<file path="src/rtl/imem_loader.sv">
// -----------------------------------------------------------------------------
// imem_loader
//   Writer side of the instruction memory. Bytes from the host link are packed
//   big-endian into 32-bit words: a header word carrying the word count N,
//   then N instruction words. Each word is written to the instruction RAM at
//   BASE_ADDR + 4*index. The CPU is held in stall while a load is in progress
//   and released when the load completes.
//
//   Optional feature (macro IMEM_LOADER_CHECKSUM_EN): after the data words, one
//   more word is received and compared against the mod-2^32 sum of the data
//   words. A match ends in DONE and a mismatch ends in ERR.
//
// Handshake: a byte transfers on a rising clock edge where i_in_valid and
//   o_in_ready are both 1. o_in_ready is high only while a load is collecting
//   bytes. i_in_valid may drop at any time, and gaps between bytes are allowed.
//
// Ports:
//   i_clk, i_rst_n    clock (rising edge) and asynchronous active-low reset
//   i_start           one-cycle load request, honoured in IDLE, DONE and ERR
//   i_in_valid/_data  byte stream input
//   o_in_ready        loader accepts a byte this cycle
//   o_wr_en           one-cycle RAM write strobe
//   o_wr_addr/_data   RAM write byte address and word; both hold when idle
//   o_cpu_hold        stall request to the CPU
//   o_done, o_error   load completed or aborted (levels)
//   o_words_loaded    number of words written in the current load
//   o_state           FSM state, for debug visibility
// -----------------------------------------------------------------------------
module imem_loader #(
  parameter int          DEPTH     = 32,
  parameter logic [31:0] BASE_ADDR = 32'h0000_0000,
  parameter int          CNT_W     = $clog2(DEPTH + 1)
) (
  input  logic             i_clk,
  input  logic             i_rst_n,
  input  logic             i_start,
  input  logic             i_in_valid,
  input  logic [7:0]       i_in_data,
  output logic             o_in_ready,
  output logic             o_wr_en,
  output logic [31:0]      o_wr_addr,
  output logic [31:0]      o_wr_data,
  output logic             o_cpu_hold,
  output logic             o_done,
  output logic             o_error,
  output logic [CNT_W-1:0] o_words_loaded,
  output logic [2:0]       o_state
);

  typedef enum logic [2:0] {
    S_IDLE = 3'd0,
    S_HDR  = 3'd1,
    S_DATA = 3'd2,
    S_DONE = 3'd3,
`ifdef IMEM_LOADER_CHECKSUM_EN
    S_ERR  = 3'd4,
    S_CHK  = 3'd5
`else
    S_ERR  = 3'd4
`endif
  } state_t;

  state_t           r_state;
  logic [1:0]       r_byte_cnt;
  logic [23:0]      r_shift;     // earlier bytes of the word being assembled
  logic [CNT_W-1:0] r_n;         // word count taken from the header
  logic [CNT_W-1:0] r_words;
  logic             r_in_ready;
  logic             r_wr_en;
  logic [31:0]      r_wr_addr;
  logic [31:0]      r_wr_data;
  logic             r_cpu_hold;
  logic             r_done;
  logic             r_error;
`ifdef IMEM_LOADER_CHECKSUM_EN
  logic [31:0]      r_sum;
`endif

  logic             w_fire;
  logic             w_last;
  logic [31:0]      w_word;

  assign w_fire = i_in_valid && r_in_ready;
  assign w_last = (r_byte_cnt == 2'd3);
  // The word is complete when its fourth byte is on the input bus.
  assign w_word = {r_shift, i_in_data};

  always_ff @(posedge i_clk or negedge i_rst_n) begin
    if (!i_rst_n) begin
      r_state    <= S_IDLE;
      r_byte_cnt <= 2'd0;
      r_shift    <= 24'd0;
      r_n        <= '0;
      r_words    <= '0;
      r_in_ready <= 1'b0;
      r_wr_en    <= 1'b0;
      r_wr_addr  <= 32'd0;
      r_wr_data  <= 32'd0;
      r_cpu_hold <= 1'b0;
      r_done     <= 1'b0;
      r_error    <= 1'b0;
`ifdef IMEM_LOADER_CHECKSUM_EN
      r_sum      <= 32'd0;
`endif
    end else begin
      r_wr_en <= 1'b0;
      case (r_state)
        S_IDLE, S_DONE, S_ERR: begin
          if (i_start) begin
            r_state    <= S_HDR;
            r_byte_cnt <= 2'd0;
            r_words    <= '0;
            r_in_ready <= 1'b1;
            r_cpu_hold <= 1'b1;
            r_done     <= 1'b0;
            r_error    <= 1'b0;
`ifdef IMEM_LOADER_CHECKSUM_EN
            r_sum      <= 32'd0;
`endif
          end
        end

        S_HDR: begin
          if (w_fire) begin
            r_byte_cnt <= r_byte_cnt + 2'd1;
            r_shift    <= {r_shift[15:0], i_in_data};
            if (w_last) begin
              if (w_word > 32'(DEPTH)) begin
                r_state    <= S_ERR;
                r_in_ready <= 1'b0;
                r_error    <= 1'b1;
              end else if (w_word == 32'd0) begin
`ifdef IMEM_LOADER_CHECKSUM_EN
                r_state    <= S_CHK;
`else
                r_state    <= S_DONE;
                r_in_ready <= 1'b0;
                r_cpu_hold <= 1'b0;
                r_done     <= 1'b1;
`endif
              end else begin
                r_n     <= w_word[CNT_W-1:0];
                r_state <= S_DATA;
              end
            end
          end
        end

        S_DATA: begin
          if (w_fire) begin
            r_byte_cnt <= r_byte_cnt + 2'd1;
            r_shift    <= {r_shift[15:0], i_in_data};
            if (w_last) begin
              r_wr_en   <= 1'b1;
              r_wr_addr <= BASE_ADDR + (32'(r_words) << 2);
              r_wr_data <= w_word;
              r_words   <= r_words + 1'b1;
`ifdef IMEM_LOADER_CHECKSUM_EN
              r_sum     <= r_sum + w_word;
`endif
              if ((r_words + 1'b1) == r_n) begin
`ifdef IMEM_LOADER_CHECKSUM_EN
                r_state    <= S_CHK;
`else
                r_state    <= S_DONE;
                r_in_ready <= 1'b0;
                r_cpu_hold <= 1'b0;
                r_done     <= 1'b1;
`endif
              end
            end
          end
        end

`ifdef IMEM_LOADER_CHECKSUM_EN
        S_CHK: begin
          if (w_fire) begin
            r_byte_cnt <= r_byte_cnt + 2'd1;
            r_shift    <= {r_shift[15:0], i_in_data};
            if (w_last) begin
              r_in_ready <= 1'b0;
              if (w_word == r_sum) begin
                r_state    <= S_DONE;
                r_cpu_hold <= 1'b0;
                r_done     <= 1'b1;
              end else begin
                // Writes already issued stay in the RAM; the CPU stays held.
                r_state    <= S_ERR;
                r_error    <= 1'b1;
              end
            end
          end
        end
`endif

        default: begin
          r_state    <= S_IDLE;
          r_in_ready <= 1'b0;
        end
      endcase
    end
  end

  assign o_in_ready     = r_in_ready;
  assign o_wr_en        = r_wr_en;
  assign o_wr_addr      = r_wr_addr;
  assign o_wr_data      = r_wr_data;
  assign o_cpu_hold     = r_cpu_hold;
  assign o_done         = r_done;
  assign o_error        = r_error;
  assign o_words_loaded = r_words;
  assign o_state        = r_state;

endmodule
</file>
<file path="config.mk">
export PLATFORM = sky130hd
export DESIGN_NAME = imem_loader
export DESIGN_NICKNAME = d
export VERILOG_FILES = /design/src/rtl/imem_loader.sv
export SDC_FILE = /design/constraint.sdc
export NUM_CORES = 1
export LEC_CHECK = 0
export CAP_MARGIN = 20
export CORE_AREA = 3 3 96 98
export CTS_CLUSTER_DIAMETER = 200
export DETAILED_ROUTE_END_ITERATION = 16
export DIE_AREA = 0 0 99 101
export PLACE_DENSITY = 0.79
export SLEW_MARGIN = 40
export SYNTH_ARGS = -nofsm -noshare
export SYNTH_HDL_FRONTEND = slang
export SYNTH_SLANG_ARGS = --single-unit
export TNS_END_PERCENT = 50
</file>
<file path="constraint.sdc">
create_clock -name i_clk -period 2.9 [get_ports i_clk]
set_input_delay 0.87 -clock i_clk [delete_from_list [all_inputs] [get_ports i_clk]]
set_output_delay 0.87 -clock i_clk [all_outputs]
set_load 0.01 [all_outputs]
</file>
Word level (Yosys, flattened, before mapping) --
Index checks and enable logic that the tools add are counted.
Storage, ports and cells: bits in registers 84, input bits 12, word-level logic and storage cells 97
Operators by class: muxes and demuxes 45, order comparisons 1, reductions and logical operators 18, add/sub/neg operators 2, bitwise gates (word level) 2, equal/unequal tests 17
Operators with widths (number):
- $gt A32 B6 Y1 const B | 1
- $logic_not A32 Y1 | 1
- $mux W1 | 26
- $mux W3 | 7
- $mux W6 | 3
- $ne A2 B2 Y1 const B | 9
- $pmux W6 S2 | 1
- $reduce_and A5 Y1 | 2
- $pmux W1 S3 | 3
- $pmux W3 S3 | 1
- $reduce_and A9 Y1 | 1
- $reduce_and A7 Y1 | 1
- $add A6 B1 Y6 const B | 1
- $eq A3 B2 Y1 const B | 2
- $eq A6 B6 Y1 | 1
- $reduce_and A3 Y1 | 2
- $reduce_and A6 Y1 | 1
- $reduce_bool A2 Y1 | 3
- $mux W2 | 2
- $pmux W2 S2 | 1
- $reduce_and A4 Y1 | 1
- $eq A3 B1 Y1 const B | 1
- $eq A3 B3 Y1 const B | 1
- $logic_not A3 Y1 | 1
- other kinds (11) | 12

Longest topological paths before layout --
depth after elaboration 6, gate-level depth with buffers 8, gate-level depth less buffers 7

Worst setup path after synthesis --
OpenSTA, ideal clock, no wires.
path kind input-to-reg, from input port i_in_data[0], to register r_n[0], slack 0.272 ns, arrival time 2.503 ns, required time 2.775 ns, stages 5, path through or2_2 or4_1 xnor2_1 nor4b_4 mux2_2
Between the ends: word-level cells in the longest chain between the ends 3, elaborated cells between the ends (all ways) 5, classes of those cells 1 x order compare; 2 x bitwise; 2 x reduce/logical
RTL lines:
- start: declaration | line 38 | input logic [7:0] i_in_data,
- $gt A32 B6 Y1 or $logic_not A32 Y1 (tied branches) | line 128, 132
- $not A1 Y1 (no source line)
- $reduce_and A5 Y1 (no source line)
- end signal: assignment | line 142 | r_n <= w_word[CNT_W-1:0];
- end: declaration | line 66 | logic [CNT_W-1:0] r_n;
Several ways; a longest one is shown, not always the timed one. A chain may end at the register's enable or synchronous reset.

Final worst setup path --
Same ends and word-level chain as after synthesis.

==> metrics.cfg <==
[cells_and_area]
drive_gt1_share_pct=16.4
final-instance-count-excl-fill=558
n_antenna_cell=0
post-route-cell-area_um2=4800
seq_area_um2=2100
nets=460
final_util_pct=56.1
filler_cell_count=739
areaGrowthSynthToFinish_pct=26.9
multi_input_area_um2=1520

[cts]
clockBufferDepth=2
clk_pin_slew_worst_paths_ps=90
cts_made_buffers=9
cts.sinks=84
h-tree-depth=3
postCtsSetupRepairBufs=0
cts_root_buffer=clkbuf_8
cts_resized=0
cts_tree=done
insertion_delay_ps=340
hold_buffers=0

[yosys]
ys_ff_latch=84
ys_warn_count=0
syn_inst=367
async_flop_share_pct=100
synth_ff_type=dfrtp_1
netlist_area_um2=3780
syn_area_per_cell_um2=10.3
synth_edf_count=0
yosysUniqueCellTypes=44
ys_seq_area_share_pct=55.6

[setup_path]
r2r-end=r_n[0]
cp_max_fo=6
reg2reg_setup_slack_ps=520
start_kind=primary input
reg2reg_depth=6
r2r-start=r_shift[20]
critical_path.startpoint=i_in_data[0]
critPathCaptureType=flop
worstPathRequired_ps=3120
worstSetupPathType=in2reg
cp_data_arrival_time_ps=2980

[sta]
slew_violations=0
skew_ps=11.0
finalSetupViolations=0
setup_ws_ps=148
rsz0062_at_grt=false
min_period_ps=2750
finalHoldViolations=0
finalCritPeriodShare_pct=94.9
maxSlewHeadroom_pct=63.0
worst_pin_slew_ps=551
fmax_mhz=363

[die]
rows=34
io_pins=90
die_h_um=101
initial_utilization_pct=44.2
core_area_um2=8550
die-area_um2=10000
die_w_um=99

[drt]
dr.pass1.iters=4
avgViaCountPerCell=4.96
drtIter0Drc=199
drt-total-wl_mm=8.22
vias=2767
antenna_left=0
routedWlPerCell_um=14.7
drc=0

[pwr]
p_seq_share_pct=50.4
p_clk_share_pct=27.7
p_int_mw=2.31
switching_share_pct=29.3
p_switching_uw=954
power_leakage_nw=2.32
ir_worst_vdd_uv=382
p_total_mw=3.26
p_per_area_nw_per_um2=680
p_comb_share_pct=22.0

[place]
portBuffers=63
placed_area_um2=4580
dp_cells=543
dp_worst_setup_slack_ps=-216
gp_congestion=0.799
dp_hpwl_mm=5.77

[outcome]
status=finished clean

[grt]
grt_max_degree=52
grt_pass1_vias=2775
antenna_found_initial=0
grt_use_total_pct=17.6
grt.overflow.total=0
grt_pass1_wl_mm=14.0

[flow_run]
max_cap_viol_count=0

[worst_hold_path]
holdCritPathClass=in2async

==> synth_stat cells, types with 2 or more instances <==
cell type,count,area share (%)
nand2_1,124,12
dfrtp_1,84,56
mux2_2,33,9.8
buf_4,26,5.2
clkbuf_1,11,1.1
o21ai_0,10,1.3
nor4_1,6,0.99
xnor2_1,6,1.4
nor2_1,5,0.50
xor2_1,5,1.2
and2_1,3,0.50
buf_2,3,0.40
inv_1,3,0.30
nand3_1,3,0.40
nand4_1,3,0.50
nor3_1,3,0.40
o31ai_1,3,0.60
or3_1,3,0.50
a21oi_1,2,0.26
a31oi_1,2,0.33
ha_1,2,0.66
nand2b_1,2,0.33
nor2b_1,2,0.33
or2_2,2,0.33
or4_1,2,0.40
==> state kept, by name, summed over array words and instances, names as in the netlist <==
signal	cells
o_cpu_hold	1
o_wr_data	32
r_byte_cnt	2
o_done	1
r_shift	24
o_wr_en	1
o_wr_addr	6
o_words_loaded	6
o_in_ready	1
o_state	3
o_error	1
r_n	6
==> stage by stage <==
| stage | TNS [ps] | hold WS [ps] |
|---|---|---|
| after floorplan | 0 | 454 |
| after global placement | -1340 | 457 |
| after detailed placement | -1620 | 461 |
| after CTS | 0 | 464 |
| after global routing | 0 | 486 |
| final | 0 | 467 |
==> critical path, cell delays in order <==
cell	delay (ps)
clkdlybuf4s50_1	420
or2_2	310
or4_1	470
xnor2_1	190
nor4b_4	200
buf_4	180
mux2_2	330
==> cells by family after synthesis <==
logic type	Yosys count	share of synthesized area (%)
simple gates	163	19.0
flops	84	55.6
buf+inv	44	7.05
mux	33	9.82
compound gates	29	5.29
xor+xnor	11	2.55
fa+ha+maj	2	0.661
other cells	1	0.0991
==> per-layer routing <==
metal | global-route usage (%) | wire [um] | vias to the layer above
met5 | 0 | 0 | -
met3 | 3.04 | 316 | 7
met1 | 23.9 | 3830 | 1355
li1 | - | - | 1333
met2 | 28.4 | 3970 | 72
met4 | 6.30 | 107 | 0
==> how the worst max path moves through the flow <==
stage              to  slack, ps  depth (start not counted)
6_report       r_n[0]        150                          7
5_1_grt        r_n[0]         80                          7
4_1_cts        r_n[0]        160                          7
3_5_place_dp   r_n[5]       -220                          7
3_3_place_gp   r_n[5]       -190                          7
2_1_floorplan  r_n[0]        270                          5
==> cells in the final DEF (no fill, tap or decap), types with 2 or more instances in the layout <==
| master | instances |
|---|---|
| dfrtp_1 | 84 |
| nand2b_1 | 2 |
| a21oi_1 | 2 |
| nand3_1 | 3 |
| or4_1 | 2 |
| o31ai_1 | 3 |
| nor2_1 | 5 |
| nor4_1 | 6 |
| nor3_1 | 3 |
| buf_4 | 18 |
| ha_1 | 2 |
| o21ai_0 | 10 |
| inv_1 | 3 |
| mux2_2 | 33 |
| nand2_1 | 124 |
| buf_12 | 3 |
| xor2_1 | 5 |
| bufinv_16 | 2 |
| or2_2 | 2 |
| or3_1 | 3 |
| nand4_1 | 3 |
| clkbuf_8 | 10 |
| clkdlybuf4s50_1 | 62 |
| nor2b_1 | 2 |
| xnor2_1 | 6 |
| and2_1 | 3 |
| a31oi_1 | 2 |
| conb_1 | 26 |
==> layout make-up <==
type | instances | area share (%)
sequential | 84 | 43.8
multi-input combinational | 264 | 31.6
timing repair buffer | 83 | 17.0
clock buffer | 11 | 2.95
tap | 108 | 2.82
clock inverter | 4 | 1.54
inverter | 4 | 0.313
==> power by group through the flow <==
| stage | registers (mW) | logic, mW | clock network, mW |
|---|---|---|---|
| 6_report | 1.64 | 0.717 | 0.903 |
| 5_1_grt | 1.68 | 0.783 | 0.978 |
| 4_1_cts | 1.64 | 0.721 | 0.927 |
| 3_5_place_dp | 1.66 | 0.716 | 0 |
| 3_3_place_gp | 1.65 | 0.693 | 0 |
| 2_1_floorplan | 1.57 | 0.503 | 0 |
Note: power is estimated with default switching activity, not from simulation.
